==> src/rtl/shared_queue_ctrl_if.sv <==
// Producer, FIFO and consumer signals of the shared queue controller.
// master is the controller side; slave is the producers/FIFO/consumer side.
interface shared_queue_ctrl_if #(
  parameter int unsigned NUM_REQ = 4,
  parameter int unsigned REQ_IDX = 2,
  parameter int unsigned WIDTH   = 32
);
  logic [NUM_REQ-1:0]       req_valid;
  logic [NUM_REQ*WIDTH-1:0] req_data;
  logic [NUM_REQ-1:0]       req_ready;
  logic [REQ_IDX-1:0]       grant_idx;
  logic [WIDTH-1:0]         q_din;
  logic                     q_enqueue;
  logic                     q_dequeue;
  logic [WIDTH-1:0]         q_dout;
  logic                     q_empty;
  logic                     q_full;
  logic                     out_valid;
  logic [WIDTH-1:0]         out_data;
  logic                     out_ready;

  modport master (
    input  req_valid, req_data, q_dout, q_empty, q_full, out_ready,
    output req_ready, grant_idx, q_din, q_enqueue, q_dequeue, out_valid, out_data
  );

  modport slave (
    output req_valid, req_data, q_dout, q_empty, q_full, out_ready,
    input  req_ready, grant_idx, q_din, q_enqueue, q_dequeue, out_valid, out_data
  );
endinterface

==> src/rtl/shared_queue_ctrl.sv <==
// Shares one single-ported FIFO between NUM_REQ round-robin producers and one
// consumer; one FIFO op per cycle, dequeued words land in a valid/ready register.
module shared_queue_ctrl #(
  parameter int unsigned NUM_REQ = 4,
  parameter int unsigned REQ_IDX = 2,
  parameter int unsigned WIDTH   = 32
) (
  input  logic                clk,
  input  logic                rst,
  shared_queue_ctrl_if.master bus
);

  typedef enum logic {
    OP_ENQ = 1'b0,
    OP_DEQ = 1'b1
  } op_e;

  logic [REQ_IDX-1:0] r_rr_ptr;
  logic               r_rd_inflight;
  op_e                r_last_conflict;
  logic               r_out_valid;
  logic [WIDTH-1:0]   r_out_data;

  logic [REQ_IDX-1:0] w_rr_ptr_nxt;
  logic               w_rd_inflight_nxt;
  op_e                w_last_conflict_nxt;
  logic               w_out_valid_nxt;
  logic [WIDTH-1:0]   w_out_data_nxt;
  logic [REQ_IDX-1:0] w_winner;
  logic [REQ_IDX-1:0] w_idx;
  logic               w_found;
  logic               w_enq_cand;
  logic               w_deq_cand;
  logic               w_do_enq;
  logic               w_do_deq;
  logic [NUM_REQ-1:0] w_req_ready;

  // Scheduler: round-robin search, enqueue/dequeue choice and next state.
  always_comb begin
    w_winner            = r_rr_ptr;
    w_idx               = r_rr_ptr;
    w_found             = 1'b0;
    w_rr_ptr_nxt        = r_rr_ptr;
    w_last_conflict_nxt = r_last_conflict;
    w_out_valid_nxt     = r_out_valid;
    w_out_data_nxt      = r_out_data;
    w_req_ready         = '0;

    for (int unsigned k = 0; k < NUM_REQ; k++) begin
      w_idx = r_rr_ptr + REQ_IDX'(k);
      if (!w_found && bus.req_valid[w_idx]) begin
        w_winner = w_idx;
        w_found  = 1'b1;
      end
    end

    w_enq_cand = (|bus.req_valid) && !bus.q_full;
    w_deq_cand = !bus.q_empty && !r_rd_inflight && (!r_out_valid || bus.out_ready);

    // On a conflict, take the op that lost the previous conflict.
    w_do_enq = !rst && w_enq_cand && (!w_deq_cand || (r_last_conflict == OP_DEQ));
    w_do_deq = !rst && w_deq_cand && (!w_enq_cand || (r_last_conflict == OP_ENQ));

    if (w_enq_cand && w_deq_cand)
      w_last_conflict_nxt = w_do_enq ? OP_ENQ : OP_DEQ;

    if (w_do_enq) begin
      w_req_ready[w_winner] = 1'b1;
      w_rr_ptr_nxt          = w_winner + REQ_IDX'(1);
    end

    w_rd_inflight_nxt = w_do_deq;

    if (r_rd_inflight) begin
      w_out_valid_nxt = 1'b1;
      w_out_data_nxt  = bus.q_dout;
    end else if (r_out_valid && bus.out_ready) begin
      w_out_valid_nxt = 1'b0;
    end
  end

  always_ff @(posedge clk or posedge rst) begin
    if (rst) begin
      r_rr_ptr        <= '0;
      r_rd_inflight   <= 1'b0;
      r_last_conflict <= OP_ENQ;
      r_out_valid     <= 1'b0;
      r_out_data      <= '0;
    end else begin
      r_rr_ptr        <= w_rr_ptr_nxt;
      r_rd_inflight   <= w_rd_inflight_nxt;
      r_last_conflict <= w_last_conflict_nxt;
      r_out_valid     <= w_out_valid_nxt;
      r_out_data      <= w_out_data_nxt;
    end
  end

  assign bus.req_ready = w_req_ready;
  assign bus.grant_idx = w_winner;
  assign bus.q_din     = bus.req_data[32'(w_winner) * WIDTH +: WIDTH];
  assign bus.q_enqueue = w_do_enq;
  assign bus.q_dequeue = w_do_deq;
  assign bus.out_valid = r_out_valid;
  assign bus.out_data  = r_out_data;

endmodule

==> src/flat_wrapper.sv <==
// flat-port wrapper written by rule: the top's interface ports become plain ports
module shared_queue_ctrl_flat 
#(
  parameter int unsigned NUM_REQ = 4,
  parameter int unsigned REQ_IDX = 2,
  parameter int unsigned WIDTH   = 32
)
  (clk, rst, bus_req_valid, bus_req_data, bus_q_dout, bus_q_empty, bus_q_full, bus_out_ready, bus_req_ready, bus_grant_idx, bus_q_din, bus_q_enqueue, bus_q_dequeue, bus_out_valid, bus_out_data);
  shared_queue_ctrl_if #(.NUM_REQ(NUM_REQ), .REQ_IDX(REQ_IDX), .WIDTH(WIDTH)) bus_i ();
  input  logic clk;
  input  logic rst;
  input wire logic [$bits(bus_i.req_valid)-1:0] bus_req_valid;
  input wire logic [$bits(bus_i.req_data)-1:0] bus_req_data;
  input wire logic [$bits(bus_i.q_dout)-1:0] bus_q_dout;
  input wire logic [$bits(bus_i.q_empty)-1:0] bus_q_empty;
  input wire logic [$bits(bus_i.q_full)-1:0] bus_q_full;
  input wire logic [$bits(bus_i.out_ready)-1:0] bus_out_ready;
  output wire logic [$bits(bus_i.req_ready)-1:0] bus_req_ready;
  output wire logic [$bits(bus_i.grant_idx)-1:0] bus_grant_idx;
  output wire logic [$bits(bus_i.q_din)-1:0] bus_q_din;
  output wire logic [$bits(bus_i.q_enqueue)-1:0] bus_q_enqueue;
  output wire logic [$bits(bus_i.q_dequeue)-1:0] bus_q_dequeue;
  output wire logic [$bits(bus_i.out_valid)-1:0] bus_out_valid;
  output wire logic [$bits(bus_i.out_data)-1:0] bus_out_data;
  assign bus_i.req_valid = bus_req_valid;
  assign bus_i.req_data = bus_req_data;
  assign bus_i.q_dout = bus_q_dout;
  assign bus_i.q_empty = bus_q_empty;
  assign bus_i.q_full = bus_q_full;
  assign bus_i.out_ready = bus_out_ready;
  assign bus_req_ready = bus_i.req_ready;
  assign bus_grant_idx = bus_i.grant_idx;
  assign bus_q_din = bus_i.q_din;
  assign bus_q_enqueue = bus_i.q_enqueue;
  assign bus_q_dequeue = bus_i.q_dequeue;
  assign bus_out_valid = bus_i.out_valid;
  assign bus_out_data = bus_i.out_data;
  shared_queue_ctrl #(.NUM_REQ(NUM_REQ), .REQ_IDX(REQ_IDX), .WIDTH(WIDTH)) u_core (.clk(clk), .rst(rst), .bus(bus_i));
endmodule
==> config.mk <==
export PLATFORM = sky130hd
export DESIGN_NAME = shared_queue_ctrl_flat
export DESIGN_NICKNAME = d
export VERILOG_FILES = /design/src/rtl/shared_queue_ctrl_if.sv /design/src/rtl/shared_queue_ctrl.sv /design/src/flat_wrapper.sv
export SDC_FILE = /design/constraint.sdc
export NUM_CORES = 1
export LEC_CHECK = 0
export CAP_MARGIN = 20
export CORE_AREA = 2 2 93 95
export CTS_BUF_LIST = sky130_fd_sc_hd__clkbuf_8 sky130_fd_sc_hd__clkbuf_16
export DETAILED_ROUTE_END_ITERATION = 12
export DIE_AREA = 0 0 95 97
export DONT_BUFFER_PORTS = 1
export HOLD_SLACK_MARGIN = 0.12
export PLACE_DENSITY_LB_ADDON = 0.2
export SYNTH_ARGS = -nofsm -noshare
export SYNTH_HDL_FRONTEND = slang
export SYNTH_SLANG_ARGS = --single-unit
==> constraint.sdc <==
create_clock -name clk -period 2.4 [get_ports clk]
set_input_delay 0.36 -clock clk [delete_from_list [all_inputs] [get_ports clk]]
set_output_delay 0.36 -clock clk [all_outputs]
set_load 0.005 [all_outputs]
-- Yosys cells after proc, flatten, opt, wreduce, memory -nomap -nowiden
Cells that the tools add are included.
- input bits: 169
- flip-flop bits (word level): 37
- word-level logic and storage cells: 65
- shift operators: 1
- $add $sub $neg: 4
- bitwise operators: 1
- reduce and logical (&&, ||, !) cells: 28
- muxes and demuxes: 20
- magnitude comparators: 6
- operators by type and width (kind ; count):
    128-bit by 8-bit indexed part select with 32-bit output ; 1
    2-bit by 3-bit < comparator with 1-bit output, second input constant ; 5
    1-bit logical AND ; 13
    1-bit 2-to-1 mux ; 11
    1-bit zero test ; 10
    1-bit binary-select mux with 2-bit select ; 4
    2-bit 2-to-1 mux ; 3
    2-bit by 1-bit adder with 2-bit output, second input constant ; 2
    2-bit adder, second input constant ; 2
    4-bit 2-to-1 mux ; 1
    4-bit OR reduction ; 1
    1-bit logical OR ; 3
    1-bit demux with 2-bit select ; 1
    2-bit by 1-bit greater-or-equal comparator with 1-bit output, second input constant ; 1
    2-bit nonzero test ; 1
    1-bit NOT ; 1

-- Longest topological paths before layout
- depth in word-level cells: 17
- gate-level depth with buffers: 7

-- Least setup slack after synthesis
OpenSTA, ideal clock, no wires.
- kind: reg-to-output
- from: register u_core.r_rr_ptr[1]
- to: output bus_q_din[0]
- path buffers: 2
- stages on the path, launching flop included: 7
- data arrival time: 1.580 ns
- data required time: 2.040 ns
- path slack: 0.460 ns
- path through: dfrtp_1 -> nand2_1 -> a21oi_1 -> o211ai_1 -> buf_6 -> buf_6 -> mux4_2
- longest elaborated chain between the ends: 13
- elaborated cells on any way between the ends: 24
- ends and longest elaborated chain (item ; RTL line ; RTL):
    start, declared ; shared_queue_ctrl.sv:18 ; logic [REQ_IDX-1:0] r_rr_ptr;
    start signal, assigned ; shared_queue_ctrl.sv:90 ; r_rr_ptr <= w_rr_ptr_nxt;
    parallel branches: the longest is 11 deep, another holds 2-bit by 1-bit adder with 2-bit output ; - ;
    2-bit 2-to-1 mux * ; shared_queue_ctrl.sv:51 ; if (!w_found && bus.req_valid[w_idx]) begin
    128-bit by 8-bit indexed part select with 32-bit output * ; shared_queue_ctrl.sv:100 ; assign bus.q_din = bus.req_data[32'(w_winner) * WIDTH +: WIDTH];
    end, declared ; flat_wrapper.sv:20 ; output wire logic [$bits(bus_i.q_din)-1:0] bus_q_din;
Mark *: on every way between the ends. The select of a mux whose other input is x is not followed.

-- Worst setup path after layout
- from: register u_core.r_rr_ptr[0]
- to: output bus_q_din[13]
The elaborated chain is that of the path after synthesis.

==> results.py <==
metrics = {
    "run_status": {
        "outcome": "complete, no violations",
    },
    "sta": {
        "hold_viol": 0,
        "slew_headroom_pct": 63.1,
        "slew_viol_final": 0,
        "finalSetupViolCount": 0,
        "layout_min_cycle_time_ns": 2.36,
        "fin_ws_ns": 0.0421,
        "timing.hold.ws_ns": 0.186,
        "tns_ns": 0,
        "rsz0062_at_grt": "yes",
        "fin_crit_sh_pct": 98.2,
        "skew_ns": 0.00411,
        "worstMarginPinSlew_ns": 0.550,
        "fmax_mhz": 424,
    },
    "placement": {
        "dp.cells": 249,
        "portBuffers": 0,
        "place_congestion": 1.03,
        "pre_cts_slack_ns": 0.106,
        "dp_hpwl_mm": 6.80,
        "place_area_sq_mm": 0.00246,
    },
    "routing": {
        "drc_errors": 0,
        "via_per_inst": 5.91,
        "first_pass_iters": 4,
        "wirelength_mm": 8.36,
        "drt_iter0_markers": 100,
        "vias": 1589,
        "wl_per_cell_um": 31.1,
        "ant_nets": 0,
    },
    "global_route": {
        "antenna_found_initial": 3,
        "grt_pass1_vias": 1779,
        "grt_first_pass_wirelength_mm": 11.3,
        "grt_overflow": 0,
        "grt_max_degree": 38,
        "grtUsageTotal_pct": 17.1,
    },
    "final_layout": {
        "final_area_sq_mm": 0.00273,
        "syn_to_final_growth_pct": 16.4,
        "nets": 331,
        "layout-drive-gt1-share_pct": 58.9,
        "final_cells": 269,
    },
    "cts": {
        "htree_levels": 2,
        "clkLatencyLatePin_ns": 0.28,
        "clockRootBuffer": "clkbuf_8",
        "cts-buffers-inserted": 5,
        "tritoncts": "built",
        "cts.sinks": 37,
        "cts_buffer_depth": 2,
        "cts.clk_slew.worst_paths_ns": 0.07,
    },
    "synth": {
        "synth_cell_types": 30,
        "synth-warning-count": 0,
        "synth_area_sq_mm": 0.00234,
        "syn_inst": 151,
        "synth_seq_cells": 37,
        "synth_area_per_cell_sq_um": 15.5,
        "synth_nets": 320,
        "ys_seq_area_share_pct": 39.5,
    },
    "power": {
        "pwr-share-seq_pct": 36.0,
        "p_int_w": 0.00196,
        "cellPowerDensity_mw_per_mm2": 1080,
        "p_sw_w": 0.000977,
        "swShare_pct": 33.3,
        "max-vdd-ir-drop_mv": 0.603,
        "leakage_nw": 1.04,
        "p_comb_share_pct": 47.5,
        "p_clk_share_pct": 16.5,
    },
    "worst_setup_path": {
        "r2r_end": "u_core.r_rr_ptr[0]$_DFFE_PP0P_",
        "cp.required_ns": 2.04,
        "rrSetupSlack_ns": 0.78,
        "worstRegToRegCells": 5,
        "cp.arrival_ns": 2.00,
        "cp-end-kind": "primary output",
        "r2r_start": "u_core.bus.out_valid$_DFFE_PP0P_",
        "cp_max_fo": 9,
        "start_kind": "register",
        "crit_type": "register to primary output",
    },
    "die": {
        "die_y_um": 97,
        "dieArea_sq_mm": 0.00922,
        "io-pin-count": 242,
        "dieWidth_um": 95,
        "coreArea_sq_mm": 0.00813,
        "initial_utilization_pct": 28.8,
        "rows": 33,
    },
    "flow_run": {
        "maxCapViolCount": 0,
    },
    "min_path": {
        "hp-start": "rst",
        "hold_depth": 1,
        "whs_endpoint": "u_core.r_rd_inflight$_DFF_PP0_",
        "min_path_type": "input port to register",
    },
}
-- cell families (layout without fill, tap and decap cells) --
| group | count (synthesis) | count (layout) | share of synthesized area (%) |
|---|---|---|---|
| AOI/OAI and AO/OA | 10 | 10 | 2.78 |
| xor gates and xnor gates | 1 | 1 | 0.374 |
| buffers and inverters | 15 | 27 | 4.54 |
| DFF | 37 | 37 | 39.5 |
| muxes | 65 | 65 | 47.6 |
| other | 0 | 1 | 0 |
| and+or+nand+nor | 23 | 23 | 5.23 |
-- state kept, by name (all words and copies together) (netlist names) --
| register | count |
|---|---|
| u_core.r_last_conflict | 1 |
| u_core.bus.out_data | 32 |
| u_core.bus.out_valid | 1 |
| u_core.r_rr_ptr | 2 |
| u_core.r_rd_inflight | 1 |
-- cell usage in the layout (no fill, tap or decap), types with 2 or more instances in the layout --
| master | count |
|---|---|
| and3_1 | 2 |
| buf_16 | 3 |
| buf_4 | 8 |
| clkbuf_16 | 2 |
| clkbuf_8 | 7 |
| dfrtp_1 | 35 |
| dfrtp_2 | 2 |
| inv_1 | 3 |
| mux2_2 | 33 |
| mux4_2 | 32 |
| nand2_1 | 5 |
| nor2_1 | 4 |
| nor2b_1 | 3 |
-- final cells by class --
type                       instances  area, sq um
clock buffer                       7         96.3
tap                              105          131
clock inverter                     1         8.76
multi-input combinational         99         1320
timing repair buffer              16          234
inverter                           3         11.3
fill                             769         5410
sequential                        37          928
antenna                            1         2.50
-- routing by layer --
| metal | GRT usage (%) | routed length, um | vias up | share of wire (%) |
|---|---|---|---|---|
| met5 | 0 | 30 | - | 0.36 |
| met4 | 5.57 | 135 | 4 | 1.6 |
| met3 | 7.55 | 1040 | 14 | 12 |
| met2 | 29.4 | 4380 | 156 | 52 |
| met1 | 18.4 | 2770 | 797 | 33 |
| li1 | - | - | 618 | - |
-- cell usage after synthesis, drive strengths merged --
master	count	share of area (%)
and3	2	0.53
o21a	1	0.32
or2	1	0.27
nor4	1	0.27
nand2	5	0.80
or4	1	0.32
inv	3	0.48
nand2b	1	0.27
a21oi	2	0.43
nor2	5	0.80
o31ai	1	0.32
xor2	1	0.37
buf	8	3.4
or3	1	0.27
nor2b	4	1.1
nor3	2	0.64
clkbuf	4	0.64
o22ai	1	0.27
mux4	32	32
a311oi	1	0.37
o211ai	1	0.32
o21ai	2	0.43
dfrtp	37	40
mux2	33	16
a21o	1	0.32
-- power groups by stage --
stage	sequential (W)	clock (W)	combinational [W]
6_report	0.00106	0.000484	0.00140
2_1_floorplan	0.00100	0	0.00101
5_1_grt	0.00109	0.000535	0.00150
3_5_place_dp	0.00106	0	0.00114
4_1_cts	0.00106	0.000504	0.00129
3_3_place_gp	0.00106	0	0.00109
-- how the worst max path moves through the flow --
stage / start / end / cells past startpoint
2_1_floorplan: u_core.r_rr_ptr[1]$_DFFE_PP0P_ / bus_q_din[0] / 6
3_3_place_gp: u_core.r_rr_ptr[1]$_DFFE_PP0P_ / bus_q_din[20] / 5
3_5_place_dp: u_core.r_rr_ptr[0]$_DFFE_PP0P_ / bus_q_din[22] / 5
4_1_cts: u_core.r_rr_ptr[1]$_DFFE_PP0P_ / bus_q_din[30] / 6
5_1_grt: u_core.r_rr_ptr[0]$_DFFE_PP0P_ / bus_q_din[9] / 6
6_report: u_core.r_rr_ptr[0]$_DFFE_PP0P_ / bus_q_din[13] / 6
-- critical path, stage by stage (launching register included) --
cell and delay [ns]:
dfrtp_2 0.46, nor2b_2 0.15, o21ai_1 0.08, o211ai_1 0.10, buf_6 0.21, buf_16 0.17, mux4_2 0.53
-- per-stage QoR --
stage / util [%] / power (W)
2_1_floorplan: - / 0.00201
3_3_place_gp: 30.2 / 0.00215
3_5_place_dp: 30.2 / 0.00220
4_1_cts: 32.7 / 0.00285
5_1_grt: 33.5 / 0.00312
6_report: 33.5 / 0.00294
-- timing repair --
action / 4_1_cts / 5_1_grt
endpoints found under the setup margin: 32 / 32
endpoints found under the hold margin: 37 / 0
gates resized for setup: 6 / 10
hold buffers: 1 / 0
gates cloned: 2 / 2
pin swaps: 2 / 1
setup buffers: 3 / 3
Power figures use the tool's default switching activity.
